## config.mk

```make
export PLATFORM = sky130hd
export DESIGN_NAME = spi_snapshot_ctl
export DESIGN_NICKNAME = d
export VERILOG_FILES = /design/src/rtl/spi_frame_pkg.sv /design/src/rtl/crc32_serial.sv /design/src/rtl/spi_snapshot_ctl.sv
export SDC_FILE = /design/constraint.sdc
export NUM_CORES = 1
export LEC_CHECK = 0
export CORE_AREA = 4 4 213 215
export DETAILED_ROUTE_END_ITERATION = 10
export DIE_AREA = 0 0 217 219
export DONT_BUFFER_PORTS = 1
export PLACE_DENSITY = 0.6
export SYNTH_ARGS = -nofsm -noshare
export SYNTH_HDL_FRONTEND = slang
export SYNTH_HIERARCHICAL = 1
export SYNTH_SLANG_ARGS = --single-unit
```

## constraint.sdc

```tcl
create_clock -name clk -period 17.4 [get_ports clk]
set_input_delay 2.61 -clock clk [delete_from_list [all_inputs] [get_ports clk]]
set_output_delay 2.61 -clock clk [all_outputs]
set_load 0.005 [all_outputs]
```

## src/rtl/spi_frame_pkg.sv

```systemverilog
// Shared definitions for the SPI snapshot path: frame geometry, CRC-32
// constants, the sequencer state type and a single-bit CRC update helper.
package spi_frame_pkg;

   localparam int FRAME_W   = 224;
   localparam int PAYLOAD_W = 192;
   localparam int NCTR      = 5;

   localparam logic [31:0] CRC_POLY = 32'h04C11DB7;
   localparam logic [31:0] CRC_INIT = 32'hFFFFFFFF;

   typedef enum logic [2:0] {
      IDLE,
      CAPTURE,
      CRC,
      COMMIT,
      DISCARD
   } state_t;

   // One MSB-first, non-reflected CRC-32 step for a single input bit.
   function automatic logic [31:0] crc32_step(input logic [31:0] crc_in, input logic din);
      logic [31:0] nxt;
      nxt = {crc_in[30:0], 1'b0};
      if (crc_in[31] ^ din) begin
         nxt = nxt ^ CRC_POLY;
      end
      return nxt;
   endfunction

endpackage

```

## src/rtl/crc32_serial.sv

```systemverilog
// Bit-serial CRC-32 LFSR (poly 0x04C11DB7, MSB first, no reflection).
// The register holds the raw remainder; the consumer applies the final XOR.
// Ports:
//   clk, reset : clock, async active-high reset (clears remainder to 0)
//   init       : load CRC_INIT (has priority over en)
//   en         : absorb din this cycle
//   din        : serial data bit
//   crc        : current remainder
module crc32_serial
   import spi_frame_pkg::*;
(
   input  logic        clk,
   input  logic        reset,
   input  logic        init,
   input  logic        en,
   input  logic        din,
   output logic [31:0] crc
);

   logic [31:0] crc_q;
   logic [31:0] crc_d;

   always_comb begin
      crc_d = crc_q;
      if (init) begin
         crc_d = CRC_INIT;
      end else if (en) begin
         crc_d = crc32_step(crc_q, din);
      end
   end

   always_ff @(posedge clk or posedge reset) begin
      if (reset) begin
         crc_q <= '0;
      end else begin
         crc_q <= crc_d;
      end
   end

   assign crc = crc_q;

endmodule

```

## src/rtl/spi_snapshot_ctl.sv

```systemverilog
// Snapshot sequencer: every PERIOD cycles captures timestamp + five counters
// in one cycle, runs a serial CRC-32 over the 192-bit payload and commits the
// 224-bit frame to tx_data, but only while the SPI host is not selecting us.
// Ports:
//   clk, reset   : clock, async active-high reset
//   ssel         : SPI slave select (active-low, asynchronous)
//   time_in      : timestamp
//   ctr_in       : {ctr0..ctr4}, ctr0 in the MSBs
//   tx_data      : {time, ctr0..ctr4, crc}
//   busy         : sequencer is between CAPTURE and COMMIT/DISCARD
//   commit_tick  : one-cycle pulse when tx_data updates
//   drop_tick    : one-cycle pulse when a computed frame is thrown away
//
// state   | meaning
// --------+-----------------------------------------------------------
// IDLE    | waiting for the period tick
// CAPTURE | latch {time_in, ctr_in}, seed CRC, clear bit counter
// CRC     | 192 cycles, one payload bit per cycle into the CRC
// COMMIT  | publish frame if still deselected, else drop it
// DISCARD | select was seen during CRC; drop frame
module spi_snapshot_ctl
   import spi_frame_pkg::*;
#(
   parameter int PERIOD = 256
) (
   input  logic                 clk,
   input  logic                 reset,
   input  logic                 ssel,
   input  logic [31:0]          time_in,
   input  logic [NCTR*32-1:0]   ctr_in,
   output logic [FRAME_W-1:0]   tx_data,
   output logic                 busy,
   output logic                 commit_tick,
   output logic                 drop_tick
);

   logic [15:0]          period_q, period_d;
   logic                 tick;
   logic                 sync1_q, ssel_s_q;
   state_t               state_q, state_d;
   logic [PAYLOAD_W-1:0] work_q, work_d;
   logic [7:0]           bitcnt_q, bitcnt_d;
   logic                 sel_seen_q, sel_seen_d;
   logic [FRAME_W-1:0]   tx_q, tx_d;
   logic                 busy_q, busy_d;
   logic                 commit_q, commit_d;
   logic                 drop_q, drop_d;
   logic [31:0]          crc_w;

   assign tick     = (period_q == 16'(PERIOD - 1));
   assign period_d = tick ? 16'd0 : period_q + 16'd1;

   // The work register rotates rather than shifts, so after 192 CRC cycles
   // it holds the original payload again and can be committed directly.
   crc32_serial u_crc (
      .clk   (clk),
      .reset (reset),
      .init  (state_q == CAPTURE),
      .en    (state_q == CRC),
      .din   (work_q[PAYLOAD_W-1]),
      .crc   (crc_w)
   );

   always_comb begin
      state_d    = state_q;
      work_d     = work_q;
      bitcnt_d   = bitcnt_q;
      sel_seen_d = sel_seen_q;
      tx_d       = tx_q;
      commit_d   = 1'b0;
      drop_d     = 1'b0;
      case (state_q)
         IDLE: begin
            if (tick) begin
               state_d = CAPTURE;
            end
         end
         CAPTURE: begin
            work_d     = {time_in, ctr_in};
            bitcnt_d   = 8'd0;
            sel_seen_d = 1'b0;
            state_d    = CRC;
         end
         CRC: begin
            work_d   = {work_q[PAYLOAD_W-2:0], work_q[PAYLOAD_W-1]};
            bitcnt_d = bitcnt_q + 8'd1;
            if (!ssel_s_q) begin
               sel_seen_d = 1'b1;
            end
            // Include the current cycle's select, not only the sticky flag.
            if (bitcnt_q == 8'd191) begin
               state_d = (sel_seen_q || !ssel_s_q) ? DISCARD : COMMIT;
            end
         end
         COMMIT: begin
            state_d = IDLE;
            if (ssel_s_q) begin
               tx_d     = {work_q, ~crc_w};
               commit_d = 1'b1;
            end else begin
               drop_d = 1'b1;
            end
         end
         DISCARD: begin
            drop_d  = 1'b1;
            state_d = IDLE;
         end
         default: begin
            state_d = IDLE;
         end
      endcase
      busy_d = (state_d != IDLE);
   end

   always_ff @(posedge clk or posedge reset) begin
      if (reset) begin
         period_q   <= '0;
         sync1_q    <= 1'b1;
         ssel_s_q   <= 1'b1;
         state_q    <= IDLE;
         work_q     <= '0;
         bitcnt_q   <= '0;
         sel_seen_q <= 1'b0;
         tx_q       <= '0;
         busy_q     <= 1'b0;
         commit_q   <= 1'b0;
         drop_q     <= 1'b0;
      end else begin
         period_q   <= period_d;
         sync1_q    <= ssel;
         ssel_s_q   <= sync1_q;
         state_q    <= state_d;
         work_q     <= work_d;
         bitcnt_q   <= bitcnt_d;
         sel_seen_q <= sel_seen_d;
         tx_q       <= tx_d;
         busy_q     <= busy_d;
         commit_q   <= commit_d;
         drop_q     <= drop_d;
      end
   end

   assign tx_data     = tx_q;
   assign busy        = busy_q;
   assign commit_tick = commit_q;
   assign drop_tick   = drop_q;

endmodule

```

## After elaboration in Yosys (flattened, before gate mapping)

Index checks and enable logic that the tools add are counted.

| storage, ports and cells | value |
|---|---|
| output and inout port bits | 227 |
| input bits | 195 |
| register bits after elaboration | 481 |
| logic and storage cells | 47 |

| operators by class | value |
|---|---|
| bitwise operators | 3 |
| mux-type cells | 16 |
| reductions and logical operators | 7 |
| add/subtract/negate cells | 2 |
| equality and inequality tests | 7 |

Operators with widths:

| kind | count |
|---|---|
| $pmux 192 s2 | 1 |
| $mux 32 | 2 |
| $not 32->32 | 1 |
| $mux 27 | 1 |
| $add 16x1->16 const B | 1 |
| $eq 16x8->1 const B | 1 |
| $mux 16 | 1 |
| $pmux 8 s2 | 1 |
| $not 14->14 | 1 |
| $mux 3 | 3 |
| $pmux 3 s3 | 1 |
| $add 8x1->8 const B | 1 |
| $eq 8x8->1 const B | 1 |
| $eq 3x2->1 const B | 2 |
| $mux 1 | 4 |
| $pmux 1 s2 | 2 |
| $reduce_and 2->1 | 2 |
| $eq 3x1->1 const B | 1 |
| $eq 3x3->1 const B | 1 |
| $logic_not 3->1 | 1 |
| $reduce_bool 3->1 | 1 |
| $ne 2x2->1 const B | 1 |
| $reduce_bool 2->1 | 1 |
| $logic_not 1->1 | 1 |
| other kinds (2) | 2 |

## Depth between registers and ports, before layout

Gate-level depths: netlist of the first run.

| logic depth | value |
|---|---|
| word-level depth | 6 |
| mapped depth | 9 |

## Cells and area by module

The synthesis of the first run kept the hierarchy.

By module, submodules not included:

| module | cells an instance | times used | area an instance (um^2) |
|---|---|---|---|
| spi_snapshot_ctl | 1652 | 1 | 17780.8 |
| crc32_serial | 124 | 1 | 1667.8 |

## Least setup slack after synthesis of the first run

OpenSTA, ideal clock, no wires.

| path | value |
|---|---|
| kind | input port to flip-flop |
| from | input ctr_in[153] |
| to | register work_q[153] |
| setup time | 126 ps |
| arrival time | 2894 ps |
| stages on the path | 1 |
| path buffers | 0 |
| setup slack | 14380 ps |
| cells stage by stage | a221o_1 |

| between the ends | value |
|---|---|
| cells in the longest elaborated chain, start to end | 1 |

RTL lines:

| what | RTL line | RTL |
|---|---|---|
| from (decl) | spi_snapshot_ctl.sv:30 | `input logic [NCTR*32-1:0] ctr_in,` |
| $pmux 192 s2 | spi_snapshot_ctl.sv:72 | `case (state_q)` |
| to (signal assigned) | spi_snapshot_ctl.sv:133 | `work_q <= work_d;` |
| to (decl) | spi_snapshot_ctl.sv:41 | `logic [PAYLOAD_W-1:0] work_q, work_d;` |

Every way passes these cells.
A chain may end at the register's enable or synchronous reset.

==> summary.txt, run 1 <==
Yosys reg bits -> 481
Final Hold Viols -> 0
combinational power share -> 1.0%
CP max stage cell -> buf_4
core box area -> 43700 µm²
r2r endpoint -> work_q[153]
Max Cap Viol -> 0
Pre-Repair DR Iteration Count -> 7
WP buf/inv -> 3
PostCTS Resize Cnt -> 0
critical path depth in cells -> 3
CP Launch Type -> input pin
TritonCTS clock tree -> built
layout cells sized above 1 -> 8.00%
Initial Util -> 44.5%
final net count -> 1909
total grt overflow -> 0
setup violators final -> 0
die height -> 219 µm
Clock power frac -> 48.3%
gr usage total -> 19.8%
arrival time worst endpoint -> 5010 ps
first-pass GRT wire length -> 75600 µm
CP cell instances -> inv_8 > buf_4 > buf_4
Mean Syn Cell Area -> 11.0 µm²
unrepaired setup endpoints after global routing -> false
Top FF cell, synth -> dfrtp_1
io pins -> 422
min Tclk post-route -> 4360 ps
final period utilization -> 25.0%
Die W -> 217 µm
CP most frequent cell -> buf_4
largest net degree at the start of global routing -> 180
Port Buffers -> 0
ranking of synthesized cells by area -> dfrtp_1 62%, o21ai_0 8.1%, a22oi_1 7.4%
Post-Syn Nets -> 1973
Pwr Total -> 0.00221 W
Fill cells -> 4013
outcome -> complete, no violations
Pwr per Cell Area -> 104 nW/µm²
Switching Power -> 0.000461 W
Cell Area, Synth -> 19400 µm²
Yosys warnings -> 6
hold wc startpoint -> sync1_q
WHS Endpoint -> ssel_s_q
top-area cell type share of the netlist area -> 61.6%
WL per Instance -> 20.6 µm
CTS H-tree depth -> 2
Worst Setup End Kind -> asynchronous set/reset pin
commonest non-fill, non-tap cell in the layout -> dfrtp_1
Flop pwr share -> 50.7%
hold slack -> 355 ps
crit-path max cell delay -> 930 ps
async set or reset register ratio after synthesis -> 100%
Worst-path clk slew -> 60 ps
ANT nets after route -> 0
setup TNS -> 0 ps
Lkg Pwr -> 10.3 nW
Finished Cell Area -> 21200 µm²
commonest cells after routing, fill and taps aside -> 479 x dfrtp_1, 313 x o21ai_0, 236 x nand2_1, 191 x a22oi_1, 158 x inv_1
cts hold-fix bufs -> 0
Layout Skew -> 20.3 ps
internal power -> 0.00175 W
Hold Path Depth -> 0
Placer Congestion -> 0.785
Max Freq -> 230 MHz
CP Data Required Time -> 18060 ps
Post-synth EDFFs -> 0
maximum VDD drop -> 77.6 µV
Clock Sinks -> 481
TritonCTS buffer count -> 51
CP Max Fanout -> 135
Slew HR -> 20.1%
slack of the worst reg-to-reg path -> 13580 ps
vias in the first global route -> 12900
Synth area leader -> dfrtp_1
Area Overhead vs Synth -> 9.14%
reg2reg start -> state_q[2]
Syn Inst Count -> 1776
Post-Route WL -> 48300 µm
post-synthesis sequential area ratio -> 61.9%
row cnt -> 77
post-CTS setup repair buffer count -> 0
area of the die -> 47500 µm²
vias per cell -> 5.52
Root Buffer -> clkbuf_16
hpwl dp -> 30000 µm
Worst-Skew Late Latency -> 580 ps
maximum clock path buffer count -> 3
Tightest Hold Check Type -> flop to flop
switching share of power -> 20.9%
Pins Over Slew Limit -> 0
critical path class -> input pin to asynchronous set/reset pin
Netlist cell types -> 47
initial antenna violation count -> 1
Detailed Route Iter0 Violations -> 1201
Cell Area, Placed -> 19600 µm²
CP delay by family, top -> buffers and inverters
Worst R2R Path Depth -> 6
Worst-Margin Slew -> 1200 ps
DRC Markers -> 0
vias -> 12900
registers in the layout, indices dropped and copies added (netlist names):
| register | count |
|---|---|
| bitcnt_q | 8 |
| busy | 1 |
| commit_tick | 1 |
| drop_tick | 1 |
| period_q | 16 |
| sel_seen_q | 1 |
| ssel_s_q | 1 |
| state_q | 3 |
| sync1_q | 1 |
| tx_data | 224 |
| u_crc/crc | 32 |
| work_q | 192 |
Yosys cell counts, types with 10 or more instances:
cell type / number
nand3_1: 48
o21ai_0: 313
nor2b_1: 35
buf_6: 14
inv_1: 159
mux2_2: 39
xor3_1: 13
clkbuf_1: 37
a211o_1: 33
xor2_1: 10
dfrtp_1: 479
buf_4: 30
nand2_1: 236
o21ai_1: 33
a22oi_1: 191
buf_2: 40
power by group through the flow:
stage | Clock (W) | Combinational (W) | Sequential [W]
2_1_floorplan | 0 | 0.0000163 | 0.00114
3_3_place_gp | 0 | 0.0000238 | 0.00114
3_5_place_dp | 0 | 0.0000243 | 0.00114
4_1_cts | 0.00110 | 0.0000242 | 0.00112
5_1_grt | 0.00115 | 0.0000272 | 0.00112
6_report | 0.00107 | 0.0000223 | 0.00112
metal layers:
| metal | wire, µm | part of all wire, % | GRT usage, % |
|---|---|---|---|
| met1 | 20100 | 41 | 26.3 |
| met2 | 22700 | 47 | 30.6 |
| met3 | 4120 | 8.5 | 7.03 |
| met4 | 1500 | 3.1 | 6.47 |
| met5 | 0 | 0 | 0 |
layout make-up:
cell class                      instances  area [µm²]  share of cell area [%]
Antenna cell                            3        7.51                  0.0354
Clock buffer                           79        1550                    7.32
Clock inverter                         13         111                   0.525
Inverter                              161         624                    2.94
Multi-Input combinational cell       1005        6050                    28.5
Sequential cell                       481       12000                    56.7
Tap cell                              592         741                    3.49
Timing Repair Buffer                   12         103                   0.483
metrics by stage:
| stage | util (%) | instances | setup WS [ps] |
|---|---|---|---|
| after floorplan | - | 1776 | 2280 |
| after global placement | 44.7 | 2251 | 12370 |
| after detailed placement | 44.7 | 2251 | 12300 |
| after CTS | 48.5 | 2343 | 12940 |
| after global routing | 48.5 | 2344 | 12610 |
| final | 48.5 | 2346 | 13040 |
how the worst max path moves through the flow:
stage,startpoint,to
after floorplan,reset,bitcnt_q[0]
after global placement,reset,tx_data[104]
after detailed placement,reset,tx_data[105]
after CTS,reset,tx_data[102]
after global routing,reset,tx_data[104]
final,reset,work_q[70]
cell families after synthesis:
| group | synth area share [%] |
|---|---|
| multiplexers | 2.41 |
| XOR/XNOR | 2.13 |
| AO/OA/AOI/OAI | 18.2 |
| AND/OR/NAND/NOR | 8.18 |
| flip-flops | 61.9 |
| adder cells (fa/ha/maj) | 0.129 |
| buffers and inverters | 7.01 |
Note: power is estimated with default switching activity, not from simulation.
==> run 2, diff against run 1 <==
==> constraint.sdc (replaced) <==
create_clock -name clk -period 4.2 [get_ports clk]
set_input_delay 0.63 -clock clk [delete_from_list [all_inputs] [get_ports clk]]
set_output_delay 0.63 -clock clk [all_outputs]
set_load 0.005 [all_outputs]
==> run 2 against run 1 <==
  * Global-route usage increased by 0.090 points
  * Critical endpoint is now work_q[55]
  * Largest cell class unchanged
  * Setup slack got worse by 12000 ps
  * Sequential power increased to 4.1 times the previous value
  * Highest routed layer is now met5
==> summary.txt, run 2 (synthesis results as in run 1) <==
switching share of power -> 20.6%
CP Max Fanout -> 124
Worst-path clk slew -> 60 ps
Pwr per Cell Area -> 430 nW/µm²
Layout Utilization -> 48.8%
vias per cell -> 5.47
die height -> 219 µm
r2r endpoint -> work_q[55]
Initial Util -> 44.5%
unrepaired setup endpoints after global routing -> false
Max Freq -> 367 MHz
Post-Route WL -> 48500 µm
maximum clock path buffer count -> 3
core box area -> 43700 µm²
layout cells sized above 1 -> 7.81%
first-pass GRT wire length -> 75900 µm
hpwl dp -> 31000 µm
Layout Skew -> 17.3 ps
Pwr Total -> 0.00918 W
WL per Instance -> 20.7 µm
largest net degree at the start of global routing -> 220
Placer Congestion -> 0.808
Max Cap Viol -> 0
Lkg Pwr -> 10.4 nW
TritonCTS buffer count -> 50
Switching Power -> 0.00189 W
DRC Markers -> 0
Pins Over Slew Limit -> 0
internal power -> 0.00729 W
top routing layer used -> met5
max reg flops -> 224
gr usage total -> 19.9%
area of the die -> 47500 µm²
combinational power share -> 1.1%
Slew HR -> 37.0%
Worst-Skew Late Latency -> 570 ps
non-filler cells, final -> 2348
Worst Setup End Kind -> flop
CP Data Required Time -> 4700 ps
Tightest Hold Check Type -> input pin to flop
hold slack -> 47.8 ps
row cnt -> 77
post-CTS setup repair buffer count -> 0
Worst-Margin Slew -> 945 ps
final period utilization -> 64.9%
CTS H-tree depth -> 2
Worst R2R Path Depth -> 5
Root Buffer -> clkbuf_16
arrival time worst endpoint -> 3220 ps
critical path class -> flop to flop
Detailed Route Iter0 Violations -> 1054
reg2reg start -> state_q[1]
wire length on met1 -> 20000 µm
Flop pwr share -> 50.5%
hold wc startpoint -> ssel
met2 WL -> 23000 µm
Final Hold Viols -> 0
TritonCTS clock tree -> built
Pre-Repair DR Iteration Count -> 5
ANT nets after route -> 0
vias -> 12900
Clock power frac -> 48.4%
Area Overhead vs Synth -> 9.80%
met3 routed WL -> 3970 µm
Port Buffers -> 0
Clock Sinks -> 481
Hold Path Depth -> 0
min Tclk post-route -> 2730 ps
final net count -> 1914
vias in the first global route -> 12900
Die W -> 217 µm
slack of the worst reg-to-reg path -> 1470 ps
commonest cells after routing, fill and taps aside -> 479 x dfrtp_1, 313 x o21ai_0, 236 x nand2_1, 191 x a22oi_1, 158 x inv_1
total placed cells including tap cells -> 2256
maximum VDD drop -> 291 µV
WHS Endpoint -> sync1_q
total grt overflow -> 0
setup violators final -> 0
io pins -> 422
initial antenna violation count -> 3
CP Launch Type -> flop
PostCTS Resize Cnt -> 0
outcome -> complete, no violations
commonest non-fill, non-tap cell in the layout -> dfrtp_1
run 2: layer usage:
metal,vias to the layer above,global-route usage (%)
met2,425,30.8
met5,-,0
met3,83,6.51
met1,6354,26.5
li1,5986,-
met4,2,6.89
run 2: critical path, cell delays in order (launching register included):
cell,delay (ps)
dfrtp_1,470
or3b_4,700
inv_8,570
buf_12,390
a22oi_1,170
o21ai_1,100
run 2: layout make-up:
| type | count | area (µm²) |
|---|---|---|
| Clock buffer | 81 | 1520 |
| Timing Repair Buffer | 18 | 263 |
| Sequential cell | 481 | 12000 |
| Multi-Input combinational cell | 1005 | 6050 |
| Clock inverter | 8 | 121 |
| Inverter | 161 | 621 |
| Tap cell | 592 | 741 |
| Fill cell | 4010 | 22400 |
| Antenna cell | 2 | 5.00 |
run 2: power groups by stage:
stage	Combinational, W	Clock (W)	Sequential [W]
detailed placement	0.000108	0	0.00472
global placement	0.000106	0	0.00472
global route	0.000121	0.00477	0.00463
finish	0.000100	0.00444	0.00464
floorplan	0.0000681	0	0.00473
CTS	0.000108	0.00458	0.00464
run 2: worst max path at each step:
stage                     from            end  slack, ps
CTS                 state_q[1]  u_crc/crc[19]       1400
finish              state_q[1]     work_q[55]       1470
global placement    state_q[1]  u_crc/crc[23]       1490
detailed placement  state_q[1]  u_crc/crc[19]       1410
floorplan                reset    bitcnt_q[0]      -2500
global route        state_q[1]  u_crc/crc[19]       1280
run 2: per-stage QoR:
stage | area, µm² | TNS (ps) | setup slack [ps]
after floorplan | 19500 | -1118910 | -2500
after global placement | 19700 | 0 | 1490
after detailed placement | 19700 | 0 | 1410
after CTS | 21400 | 0 | 1400
after global routing | 21400 | 0 | 1280
final | 21400 | 0 | 1470
run 2: timing repair:
item / in CTS / in global routing
hold endpoints to repair: 14 / 0
hold buffers: 1 / 0
setup endpoints to repair: 0 / 0
==> RTL change 1 (config.mk and constraints of run 2) <==
Reset style: synchronous (`reset`), changed in 2 clocked blocks. Comments in the files are not updated.
--- a/src/rtl/crc32_serial.sv
+++ b/src/rtl/crc32_serial.sv
@@ -31,3 +31,3 @@
 
-   always_ff @(posedge clk or posedge reset) begin
+   always_ff @(posedge clk) begin
       if (reset) begin
--- a/src/rtl/spi_snapshot_ctl.sv
+++ b/src/rtl/spi_snapshot_ctl.sv
@@ -114,3 +114,3 @@
 
-   always_ff @(posedge clk or posedge reset) begin
+   always_ff @(posedge clk) begin
       if (reset) begin
Check against the original RTL: no difference found for any inputs over 10 cycles, from zero or initial values and one cycle with reset high; that may be too few to reach the edited logic, so the function may still have changed.
==> RTL change 1 against run 2 <==
The flow now finishes with violations (slew limit). Count of clock-buffer cells in the layout shrank 3. Synthesized area is 4.4% lower. Routed wire length is 7.0% higher. Final area fell by 4.9%. Setup slack improved by 0.064 ns. Die area stayed put. Sequential cell count is the same. First-iteration DRC count up 5.6%. Non-clock buffer count grew 1. Largest cell class unchanged.
Power is not compared: it rests on default switching activity, and its combinational part moved more than twofold at a synthesized area within 25%.
==> RTL change 1: results (changes against run 2) <==
----------------------------------------------------
[Run status]
  Outcome ... finished with violations (was finished, final reports clean)
  Failing checks ... slew limit

[Placed design]
  Pre-CTS setup slack ... 1.66 ns (was 1.41 ns)
  Placed Instances ... 2565 (was 2256)
  Total half-perimeter wirelength after legalization and detailed placement ... 31800 um (was 31000 um)
  Post-place instance area ... 0.0187 mm2 (was 0.0197 mm2)

[Timing]
  Max-slew violation count ... 162 (was 0)
  Tmin final ... 2.66 ns (was 2.73 ns)
  Max Clock Skew ... 0.0132 ns (was 0.0173 ns)

[Yosys]
  Share of synthesized area occupied by flip-flops and latches ... 51.8% (was 61.9%)
  Most common library cells after synthesis ... 481 x dfxtp_1, 417 x nand2_1, 273 x nor2_1 (was 479 x dfrtp_1, 313 x o21ai_0, 236 x nand2_1)
  Async set-or-reset flop fraction in the synthesized netlist ... 0% (was 100%)
  Dominant cells by area after synthesis ... dfxtp_1 52%, nand2_1 8.4%, o22a_1 8.0% (was dfrtp_1 62%, o21ai_0 8.1%, a22oi_1 7.4%)

[GRT]
  Number of antenna violations at the first check in global routing ... 4 (was 3)
  GR Util met1 ... 25.7% (was 26.5%)
  Vias in the first global route ... 14000 (was 12900)
  GRT met3 Usage ... 7.02% (was 6.51%)
  Met2 usage ... 32.8% (was 30.8%)
  Gr usage total ... 20.3% (was 19.9%)

[Worst setup path]
  Reg2reg setup slack ... 1.54 ns (was 1.47 ns)
  Highest net fanout along the worst path ... 93 (was 124)
  Data arrival time of the critical path ... 3.06 ns (was 3.22 ns)
  Worst flop-to-flop path startpoint ... state_q[2] (was state_q[1])
  Max stage delay cell, worst path ... buf_4 (was or3b_4)

[Final layout]
  Post-route insts no fill ... 2659 (was 2348)
  Fraction of final layout cells sized beyond drive strength 1 ... 6.01% (was 7.81%)
  # nets final ... 2224 (was 1914)

[Drt]
  Total wirelength of the detailed-routed design ... 51900 um (was 48500 um)
  Drt first-iter violations ... 1113 (was 1054)

[Hold path]
  Number of instances on the worst hold path ... 1 (was 0)

----------------------------------------------------
-- RTL change 1: cell types whose count changed after synthesis, sizes merged, moves of 153 or more --
cell,delta
dfrtp,-479
inv,-153
dfxtp,+481
a21oi,+191
nand2,+180
a22oi,-189
o21ai,-323
o22a,+170
nor2,+267
o22ai,+170
-- RTL change 1: where the power goes --
group | total (mW) | internal (mW) | switching (mW)
registers | 4.57 | 4.57 | 0.00294
clock network | 4.40 | 2.59 | 1.81
logic | 0.0224 | 0.0141 | 0.00830
total | 8.99 | 7.17 | 1.82
-- RTL change 1: final cells by class --
class | count | area, um2
inverter | 6 | 22.5
timing repair buffer | 19 | 243
fill | 4300 | 23400
tap | 592 | 741
sequential | 481 | 9630
antenna | 4 | 10.0
multi-input combinational | 1467 | 8030
clock inverter | 12 | 124
clock buffer | 78 | 1510
-- RTL change 1: cell families (layout without fill, tap and decap cells) --
logic type,after synthesis,after routing,share of synthesized area [%]
multiplexers,5,5,0.303
AO/OA/AOI/OAI,639,639,23.2
adder cells (fa/ha/maj),2,2,0.135
buffers and inverters,217,115,5.16
AND/OR/NAND/NOR,806,806,18.7
flip-flops,481,481,51.8
XOR/XNOR,15,15,0.747
other,0,4,0
-- RTL change 1: worst min path at each step --
stage / startpoint / slack [ns] / endpoint
floorplan: sync1_q / 0.39 / ssel_s_q
global placement: sync1_q / 0.40 / ssel_s_q
detailed placement: sync1_q / 0.40 / ssel_s_q
CTS: ssel / 0.11 / sync1_q
global route: reset / 0.09 / u_crc/crc[28]
finish: reset / 0.12 / tx_data[32]
-- RTL change 1: routing by layer --
layer / routed length, um / up-vias
met1: 21900 / 7302
met5: 0 / -
met4: 1320 / 0
met3: 4160 / 86
met2: 24500 / 409
li1: - / 7364
==> RTL change 2 (settings of run 2) <==
Without the edit above. The parameter `PERIOD` goes from 256 to 128.
--- a/src/rtl/spi_snapshot_ctl.sv
+++ b/src/rtl/spi_snapshot_ctl.sv
@@ -23,3 +23,3 @@
 #(
-   parameter int PERIOD = 256
+   parameter int PERIOD = 128
 ) (
Check against the original RTL: same outputs for any inputs over 10 cycles, from zero or initial values and one cycle with reset high; that may be too few to reach the edited logic, so the function may still have changed.
==> RTL change 2 against run 2 <==
Via count is 6.8% higher. Setup slack better by 0.040 ns. Worst hold slack worse by 0.018 ns. Non-clock buffer count is 7 higher. Sequential cell count stayed put. Sequential power hardly changed. Synthesized area is 0.67% higher. Final area is 0.53% higher. Power is 0.33% higher. Sequential share of layout area is 0.30 points lower. Combinational power is 4% higher. Critical path type unchanged. Highest routed layer unchanged. First-iteration DRC count is 17% higher. Routed wire length is 3.5% higher. Global-route usage is 0.48 points higher.
==> RTL change 2: results (changes against run 2) <==
----------------------------------------------------
[Clock tree]
  Clock buffers created by TritonCTS ... 51 (was 50)
  Clock network latency to the later pin of the worst-skew pair ... 0.59 ns (was 0.57 ns)

[Yosys]
  Dominant cells by area after synthesis ... dfrtp_1 61%, nand2_1 19%, a22oi_1 7.4% (was dfrtp_1 62%, o21ai_0 8.1%, a22oi_1 7.4%)
  Synthesized instance count ... 2003 (was 1776)
  Total nets after synthesis ... 2200 (was 1973)
  Share of synthesized area occupied by flip-flops and latches ... 61.5% (was 61.9%)

[GRT]
  Number of antenna violations at the first check in global routing ... 2 (was 3)
  Vias in the first global route ... 13300 (was 12900)
  GRT met3 Usage ... 6.92% (was 6.51%)
  Maximum number of pins on one net before global-route repair ... 158 (was 220)
  Global-route wire length before repair ... 78000 um (was 75900 um)
  Gr usage total ... 20.4% (was 19.9%)
  GR Util met1 ... 27.4% (was 26.5%)
  Met2 usage ... 31.8% (was 30.8%)

[Timing]
  Max Clock Skew ... 0.0171 ns (was 0.0173 ns)
  Worst slack on hold paths ... 0.0297 ns (was 0.0478 ns)
  Slew at the pin closest to its max-slew limit ... 1.09 ns (was 0.945 ns)

[Worst setup path]
  Largest stage delay on the critical path ... 0.64 ns (was 0.70 ns)
  Highest net fanout along the worst path ... 119 (was 124)
  FF-to-FF End ... work_q[57] (was work_q[55])
  Data arrival time of the critical path ... 3.21 ns (was 3.22 ns)

[Final layout]
  Fraction of final layout cells sized beyond drive strength 1 ... 5.63% (was 7.81%)

[Pwr]
  Max rail drop VDD ... 296 uV (was 291 uV)
  Leakage Power ... 10.9 nW (was 10.4 nW)

[Placed design]
  Total half-perimeter wirelength after legalization and detailed placement ... 32100 um (was 31000 um)
  Post-place instance area ... 0.0198 mm2 (was 0.0197 mm2)
  GPL Wtd Cong ... 0.829 (was 0.808)
  Placed Instances ... 2491 (was 2256)

[Run status]
  Outcome ... finished, final reports clean (unchanged)

[Drt]
  Post-detailed-route via-to-cell ratio ... 5.31 (was 5.47)
  Detailed-route wire length per cell ... 19.4 um (was 20.7 um)
  Drt first-iter violations ... 1238 (was 1054)

----------------------------------------------------
## RTL change 2: cell types whose count changed after synthesis, sizes merged, moves of 4 or more
cell and change:
mux2 -39, o21ai -307, buf +7, nand4 -4, nor2 +5, inv -152, nand2 +769, clkbuf -7
nand3 -35
## RTL change 2: layout make-up
class | count | share of cell area (%)
clock buffer | 83 | 7.30
tap | 592 | 3.45
multi-input combinational | 1386 | 31.3
sequential | 481 | 56.1
inverter | 7 | 0.221
timing repair buffer | 25 | 1.17
clock inverter | 9 | 0.507
antenna | 1 | 0.0117
## RTL change 2: how the worst max path moves through the flow
stage                           from           to  slack (ns)  depth (start not counted)
final                     state_q[1]   work_q[57]        1.51                          5
after floorplan                reset  bitcnt_q[0]       -2.50                          1
after CTS                 state_q[1]   work_q[57]        1.48                          5
after detailed placement  state_q[1]   work_q[60]        1.48                          5
after global routing      state_q[1]  work_q[184]        1.30                          6
after global placement    state_q[1]  work_q[184]        1.54                          6
## RTL change 2: metrics by stage
| stage | TNS [ns] | utilization [%] | setup slack [ns] |
|---|---|---|---|
| after floorplan | -1118.91 | - | -2.50 |
| after global placement | 0 | 45.2 | 1.54 |
| after detailed placement | 0 | 45.2 | 1.48 |
| after CTS | 0 | 49.1 | 1.48 |
| after global routing | 0 | 49.1 | 1.30 |
| final | 0 | 49.1 | 1.51 |
## RTL change 2: worst reg2reg max path, cell delays in order, from the launching register on
cell and delay (ns):
dfrtp_1 0.52, or3b_1 0.57, inv_8 0.50, buf_4 0.65
a22oi_1 0.28, nand2_1 0.11
## RTL change 2: cell families (layout without fill, tap and decap cells)
kind of cell,Yosys count,in the layout,share of synthesized area [%]
adders and majority gates,2,2,0.128
AOI/OAI and AO/OA,269,269,10.0
other,0,1,0
DFF,481,481,61.5
xor gates and xnor gates,28,28,2.25
muxes,2,2,0.102
and+or+nand+nor,1085,1085,21.7
buffers and inverters,136,124,4.28
## RTL change 2: report_power, final
| part | switching [mW] | leakage (nW) | internal (mW) |
|---|---|---|---|
| sequential | 0.000923 | 5.70 | 4.64 |
| clock | 1.81 | 0.822 | 2.66 |
| combinational | 0.0928 | 4.43 | 0.0111 |
| total | 1.90 | 10.9 | 7.31 |
## RTL change 2: routing by layer
metal | part of all wire (%) | vias to the layer above
met5 | 0.034 | -
met4 | 2.2 | 2
met3 | 8.5 | 64
met2 | 47 | 413
met1 | 42 | 6814
li1 | - | 6428
